**src/rtl/alu_result_stage.sv**
```systemverilog
// Registered ALU result stage: 2-entry valid/ready skid FIFO with N/Z/C/V flag derivation and
// an architectural flag register. Optional sticky overflow enabled by ALU_STICKY_OVERFLOW_EN.
module alu_result_stage (
  input  logic        clk,
  input  logic        reset,
  input  logic [23:0] result_in,
  input  logic [2:0]  sel_in,
  input  logic        carry_out_in,
  input  logic        carry_msb_in,
  input  logic        in_valid,
  output logic        in_ready,
  output logic        out_valid,
  input  logic        out_ready,
  output logic [23:0] out_result,
  output logic [3:0]  out_flags,
  output logic        out_illegal,
  output logic [3:0]  flags_q,
  output logic        sv_q,
  input  logic        sv_clr
);

  localparam logic [2:0] SelAnd = 3'b000;
  localparam logic [2:0] SelOr  = 3'b001;
  localparam logic [2:0] SelAdd = 3'b010;
  localparam logic [2:0] SelXor = 3'b101;

  logic [23:0] data_q [2];
  logic [3:0]  flg_q  [2];
  logic [1:0]  ill_q;
  logic        wr_ptr_q, rd_ptr_q;
  logic [1:0]  count_q;

  logic        push, pop;
  logic [3:0]  new_flags;
  logic        new_ill;

  // Ready depends only on registered occupancy, never on out_ready.
  assign in_ready  = (count_q != 2'd2);
  assign out_valid = (count_q != 2'd0);
  assign push      = in_valid && in_ready;
  assign pop       = out_valid && out_ready;

  always_comb begin
    new_flags = 4'b0000;
    new_ill   = 1'b0;
    unique case (sel_in)
      SelAnd, SelOr, SelXor: new_flags = {result_in[23], result_in == 24'h000000, 2'b00};
      SelAdd: new_flags = {result_in[23], result_in == 24'h000000, carry_out_in,
                           carry_out_in ^ carry_msb_in};
      default: new_ill = 1'b1;
    endcase
  end

  always_ff @(posedge clk or posedge reset) begin
    if (reset) begin
      for (int i = 0; i < 2; i++) begin
        data_q[i] <= '0;
        flg_q[i]  <= '0;
      end
      ill_q    <= '0;
      wr_ptr_q <= 1'b0;
      rd_ptr_q <= 1'b0;
      count_q  <= 2'd0;
      flags_q  <= 4'b0000;
    end else begin
      if (push) begin
        data_q[wr_ptr_q] <= result_in;
        flg_q[wr_ptr_q]  <= new_flags;
        ill_q[wr_ptr_q]  <= new_ill;
        wr_ptr_q         <= ~wr_ptr_q;
      end
      if (pop) begin
        rd_ptr_q <= ~rd_ptr_q;
        flags_q  <= flg_q[rd_ptr_q];
      end
      if (push && !pop) begin
        count_q <= count_q + 2'd1;
      end else if (pop && !push) begin
        count_q <= count_q - 2'd1;
      end
    end
  end

  // Stale storage after a pop must not leak out while empty.
  assign out_result  = out_valid ? data_q[rd_ptr_q] : 24'h000000;
  assign out_flags   = out_valid ? flg_q[rd_ptr_q] : 4'b0000;
  assign out_illegal = out_valid ? ill_q[rd_ptr_q] : 1'b0;

`ifdef ALU_STICKY_OVERFLOW_EN
  always_ff @(posedge clk or posedge reset) begin
    if (reset) begin
      sv_q <= 1'b0;
    end else if (sv_clr) begin
      sv_q <= 1'b0;
    end else if (pop && flg_q[rd_ptr_q][0]) begin
      sv_q <= 1'b1;
    end
  end
`else
  logic sv_clr_unused;
  assign sv_clr_unused = sv_clr;
  assign sv_q = 1'b0;
`endif

endmodule

```
**config.mk**
```make
export PLATFORM = sky130hd
export DESIGN_NAME = alu_result_stage
export DESIGN_NICKNAME = d
export VERILOG_FILES = /design/src/rtl/alu_result_stage.sv
export SDC_FILE = /design/constraint.sdc
export NUM_CORES = 1
export LEC_CHECK = 0
export CORE_MARGIN = 2
export CORE_UTILIZATION = 50
export DETAILED_ROUTE_END_ITERATION = 10
export GPL_ROUTABILITY_DRIVEN = 1
export PLACE_DENSITY_LB_ADDON = 0.1
export SYNTH_ARGS = -nofsm -noshare
export SYNTH_HDL_FRONTEND = slang
export SYNTH_SLANG_ARGS = --single-unit
```
**constraint.sdc**
```tcl
create_clock -name clk -period 2.5 [get_ports clk]
set_clock_uncertainty 0.05 [all_clocks]
set_input_delay 0.375 -clock clk [delete_from_list [all_inputs] [get_ports clk]]
set_output_delay 0.375 -clock clk [all_outputs]
set_load 0.01 [all_outputs]
```
# == Word-level counts from Yosys, hierarchy flattened ==
# Index checks and enable logic that the tools add are counted.
# W data, S select, Z words.
# totals
regBits,66
inputBits,34
out_inout_bits,36
# classes
n_addsub,2
n_lt_le_gt_ge,6
n_eq_ne,4
mux,24
bitwise_logic,5
reduce_logical,14
# op_table
operator,count
$mux W24,5
$bwmux W48,1
$demux W24 S1,1
$logic_not A24 Y1,1
$mux W4,5
$bwmux W8,1
$pmux W4 S2,1
$logic_and A1 B1 Y1,6
$mux W1,5
$demux W4 S1,1
$ge A2 B2 Y1 const B,2
$lt A1 B2 Y1 const B,2
$mux W2,2
$not A1 Y2,2
$reduce_bool A2 Y1,2
$reduce_or A4 Y1,1
$eq A3 B1 Y1 const B,1
$eq A3 B2 Y1 const B,1
$eq A3 B3 Y1 const B,1
$logic_not A3 Y1,1
$reduce_or A3 Y1,1
$add A2 B1 Y2 const B,1
$bwmux W2,1
$logic_not A1 Y1,2
other kinds (7),8

# == Longest topological paths before layout ==
# depth
ltp_word,6
depth_mapped,7
ltp_nobuf,7

# == Least setup slack after synthesis ==
# OpenSTA, ideal clock, no wires.
# synth_timing
path_type,flip-flop to flip-flop
from,register count_q[0]
to,register count_q[1]
t_arrival_ps,1490
required_ps,2371
slack_ps,881
stages_incl_launch_ff,8
synth_period_minus_slack_ps,1619
path_cell_list,dfrtp_1 nor2b_4 inv_2 and2_1 ha_1 xor2_1 nor2_1 xor2_1
# synth_via
elab_chain_cells,5
word_cells_on_any_way,13
classes_between,add/sub (2); eq/ne (1); mux (2); reduce/logical (8)
# synth_rtl
item,line_no,rtl
"start, declared",31,logic [1:0] count_q;
"start signal, assigned",77,count_q <= count_q + 2'd1;
"start signal, assigned",79,count_q <= count_q - 2'd1;
$ne A2 B2 Y1 (*),38,assign in_ready = (count_q != 2'd2);
named net in_ready,11,"output logic in_ready,"
$logic_and A1 B1 Y1 (*),40,assign push = in_valid && in_ready;
named net push,33,"logic push, pop;"
$logic_not A1 Y1,78,end else if (pop && !push) begin
$logic_and A1 B1 Y1,78,
$reduce_bool A2 Y1 (no source line),n/a,
# Mark *: on every way through the listed nets, which the timed path passes. The rest lies on a longest branch. The select of a mux whose other input is x is not followed.
# A chain may end at the register's enable or synchronous reset.

# == Final worst setup path ==
# layout_timing
from,register rd_ptr_q
to,output out_result[20]
# layout_via
elab_chain_cells,5
# layout_rtl
item,line_no,rtl
"start, declared",30,"logic wr_ptr_q, rd_ptr_q;"
"start signal, assigned",73,rd_ptr_q <= ~rd_ptr_q;
$not A1 Y2 (implied by the code),85,assign out_result = out_valid ? data_q[rd_ptr_q] : 24'h000000;
$mux W24 (implied by the code) (3 in a row),85,
$mux W24,85,
"end, declared",14,"output logic [23:0] out_result,"
# Every way passes these cells. The select of a mux whose other input is x is not followed.

==> qor.csv <==
metric,value,unit
initial cell density of the core,0.519,
Slew Limit Fails,0,
Synth top cells by count,"dfrtp_1 (66), mux2_2 (52), nor2_1 (33)",
Netlist cell types,29,
antenna violations before repair,0,
RR Startpoint,count_q[0],
port bufs,67,
initial DRC count,105,
area grow syn2layout,30.7,%
Worst Path Required,2.08,ns
GRT met3 Usage,0.0391,
Worst Path Arrival,1.92,ns
Critical Path End Type,output pin,
Clock transition at path regs,0.06,ns
vias post-DR,2066,
Nets,349,
Post-synth EDFFs,0,
antenna-violating nets left,0,
leak pwr,1.75,nW
Synth Warn #,0,
type of the worst min-delay path,in2async,
status,finished clean,
largest cells by area after synthesis,"dfrtp_1 (54%), mux2_2 (19%), mux2i_1 (9.5%)",
Routed wire per std cell,15.8,um
Max clock buf depth,2,
top_reg_cell synth,dfrtp_1,
Power Density,1310,mW/mm^2
worst slew pin tran,0.712,ns
path depth of the worst reg2reg path,4,
final setup fails,0,
"Net Count, Synth",276,
post-cts sizing count,0,
Final Util,0.678,
sequential fraction of the synthesis area,0.538,
Slew headroom,0.522,
synthesized netlist cell count,241,
GR Util met1,0.248,
critical path class,reg2out,
grt met2 use,0.324,
share of cells above drive strength 1,0.247,
Post-Syn Area,0.00307,mm^2
Global Route Usage Sum,0.197,
# clock sinks,66,
"Async S/R FF share, synth",1.00,
peak fanout along the critical path,14,
Root Driver,clkbuf_8,
RSZ-0062 raised after global routing,false,
Area after DPL,0.00385,mm^2
"FF+latch count, synth",66,
die area,0.00678,mm^2
Worst-Skew Late Latency,0.32,ns
maxcap violations,0,
busiest grt layer,met2,
fin crit period,2.35,ns
first-pass GRT wire length,9840,um
Fmax,426,MHz
setup tns final,0,ns
vias per inst,5.28,
crit share post-route,0.939,
VDD IR max,0.764,mV
r2r setup slk,0.60,ns
I/O pin cnt,70,
Die W,82.4,um
DP Wirelength,4240,um
Initial DRT Pass Iterations,4,
hold buffer count at cts,0,
Overflow after GRT,0,
largest area contributor in the netlist,dfrtp_1,
CTS Buf Count,9,
Startpoint Class,flop,
design area,0.00401,mm^2
core footprint,0.00592,mm^2
Synth top area share,0.538,
drt total wl,6160,um
largest net degree at the start of global routing,67,
Remaining DRCs,0,
R2R Path End,count_q[1],
# rows,28,
"Avg Cell Area, Syn",12.7,um^2
"count leader, synth",dfrtp_1,
Antenna Cells,0,
RePlAce Congestion,0.802,
"Setup Fix Bufs, Post-CTS",0,
vias in the first global route,2090,
Die Ht,82.4,um
Final Hold Viols,0,
CTS tree,built,
H-Tree Depth,3,
Fill cells,457,
Final Power,5.27,mW
worst max path at each step:
stage                         from             end  cells after the start
after global routing      rd_ptr_q   out_result[6]                      4
after CTS                 rd_ptr_q  out_result[20]                      4
after global placement    in_valid      data_q[39]                      5
final                     rd_ptr_q  out_result[20]                      4
after detailed placement  in_valid      data_q[37]                      5
after floorplan              reset      count_q[0]                      1
registers in the layout, indices dropped and copies added (netlist names):
signal	count
data_q	48
ill_q	2
rd_ptr_q	1
flags_q	4
wr_ptr_q	1
flg_q	8
count_q	2
final cells by class:
class,instances,area [um^2],share of cell area
tap,75,93.8,0.0234
multi-input combinational,159,1330,0.332
sequential,66,1650,0.412
timing repair buffer,74,761,0.190
clock buffer,13,159,0.0396
inverter,4,15.0,0.00374
cell families (layout without fill, tap and decap cells):
kind of cell / after synthesis / after routing / synth area share
other cells: 1 / 1 / 0.00122
compound gates: 13 / 13 / 0.0261
mux: 84 / 84 / 0.296
fa+ha+maj: 1 / 1 / 0.00407
buf+inv: 16 / 91 / 0.0293
xor+xnor: 6 / 6 / 0.0171
simple gates: 54 / 54 / 0.0880
flops: 66 / 66 / 0.538
layer usage:
layer,vias to the layer above,part of all wire
met1,1028,0.46
met5,-,0
met3,8,0.044
li1,987,-
met4,0,0.013
met2,43,0.49
worst max-delay path: stages (launching register included):
cell and delay, ns:
dfrtp_2 0.59, buf_12 0.22, mux2i_1 0.09, nor2_1 0.14
clkdlybuf4s50_1 0.56
per-stage QoR:
| stage | setup WS (ns) | cells | hold WS (ns) |
|---|---|---|---|
| 2_1_floorplan | 0.420 | 241 | 0.407 |
| 3_3_place_gp | 0.410 | 378 | 0.411 |
| 3_5_place_dp | 0.382 | 378 | 0.420 |
| 4_1_cts | 0.127 | 391 | 0.398 |
| 5_1_grt | 0.0602 | 391 | 0.424 |
| 6_report | 0.152 | 391 | 0.379 |
report_power, final:
part	total (mW)	internal [mW]	switching, mW
combinational	2.64	1.55	1.09
sequential	1.88	1.57	0.310
clock	0.749	0.399	0.350
total	5.27	3.52	1.75
placed cells by master, fill, tap and decap left out:
master           netlist  layout
mux2_1                 3       3
nor4b_1                1       1
conb_1                 1       1
inv_1                  3       2
nor2_4                 1       1
buf_12                 0       3
nor2_1                33      32
nor4_1                 6       6
nor4bb_1               1       1
mux2i_1               29      29
dfrtp_2                0       1
o41ai_1                1       1
dfrtp_1               66      65
nand2_1                6       6
and2_1                 1       1
clkbuf_8               0      11
ha_1                   1       1
nand4_1                1       1
nor2b_4                1       1
mux2_2                52      52
nor2_2                 0       1
clkbuf_1               4       2
nand2b_1               2       2
xor2_1                 3       3
o41ai_2                1       1
clkdlybuf4s50_1        0      67
o21ai_1                1       1
xnor2_1                3       3
nand3_4                1       1
o21ai_0               10      10
buf_4                  3       4
inv_2                  1       2
No activity file was read; power rests on OpenSTA's default activity.
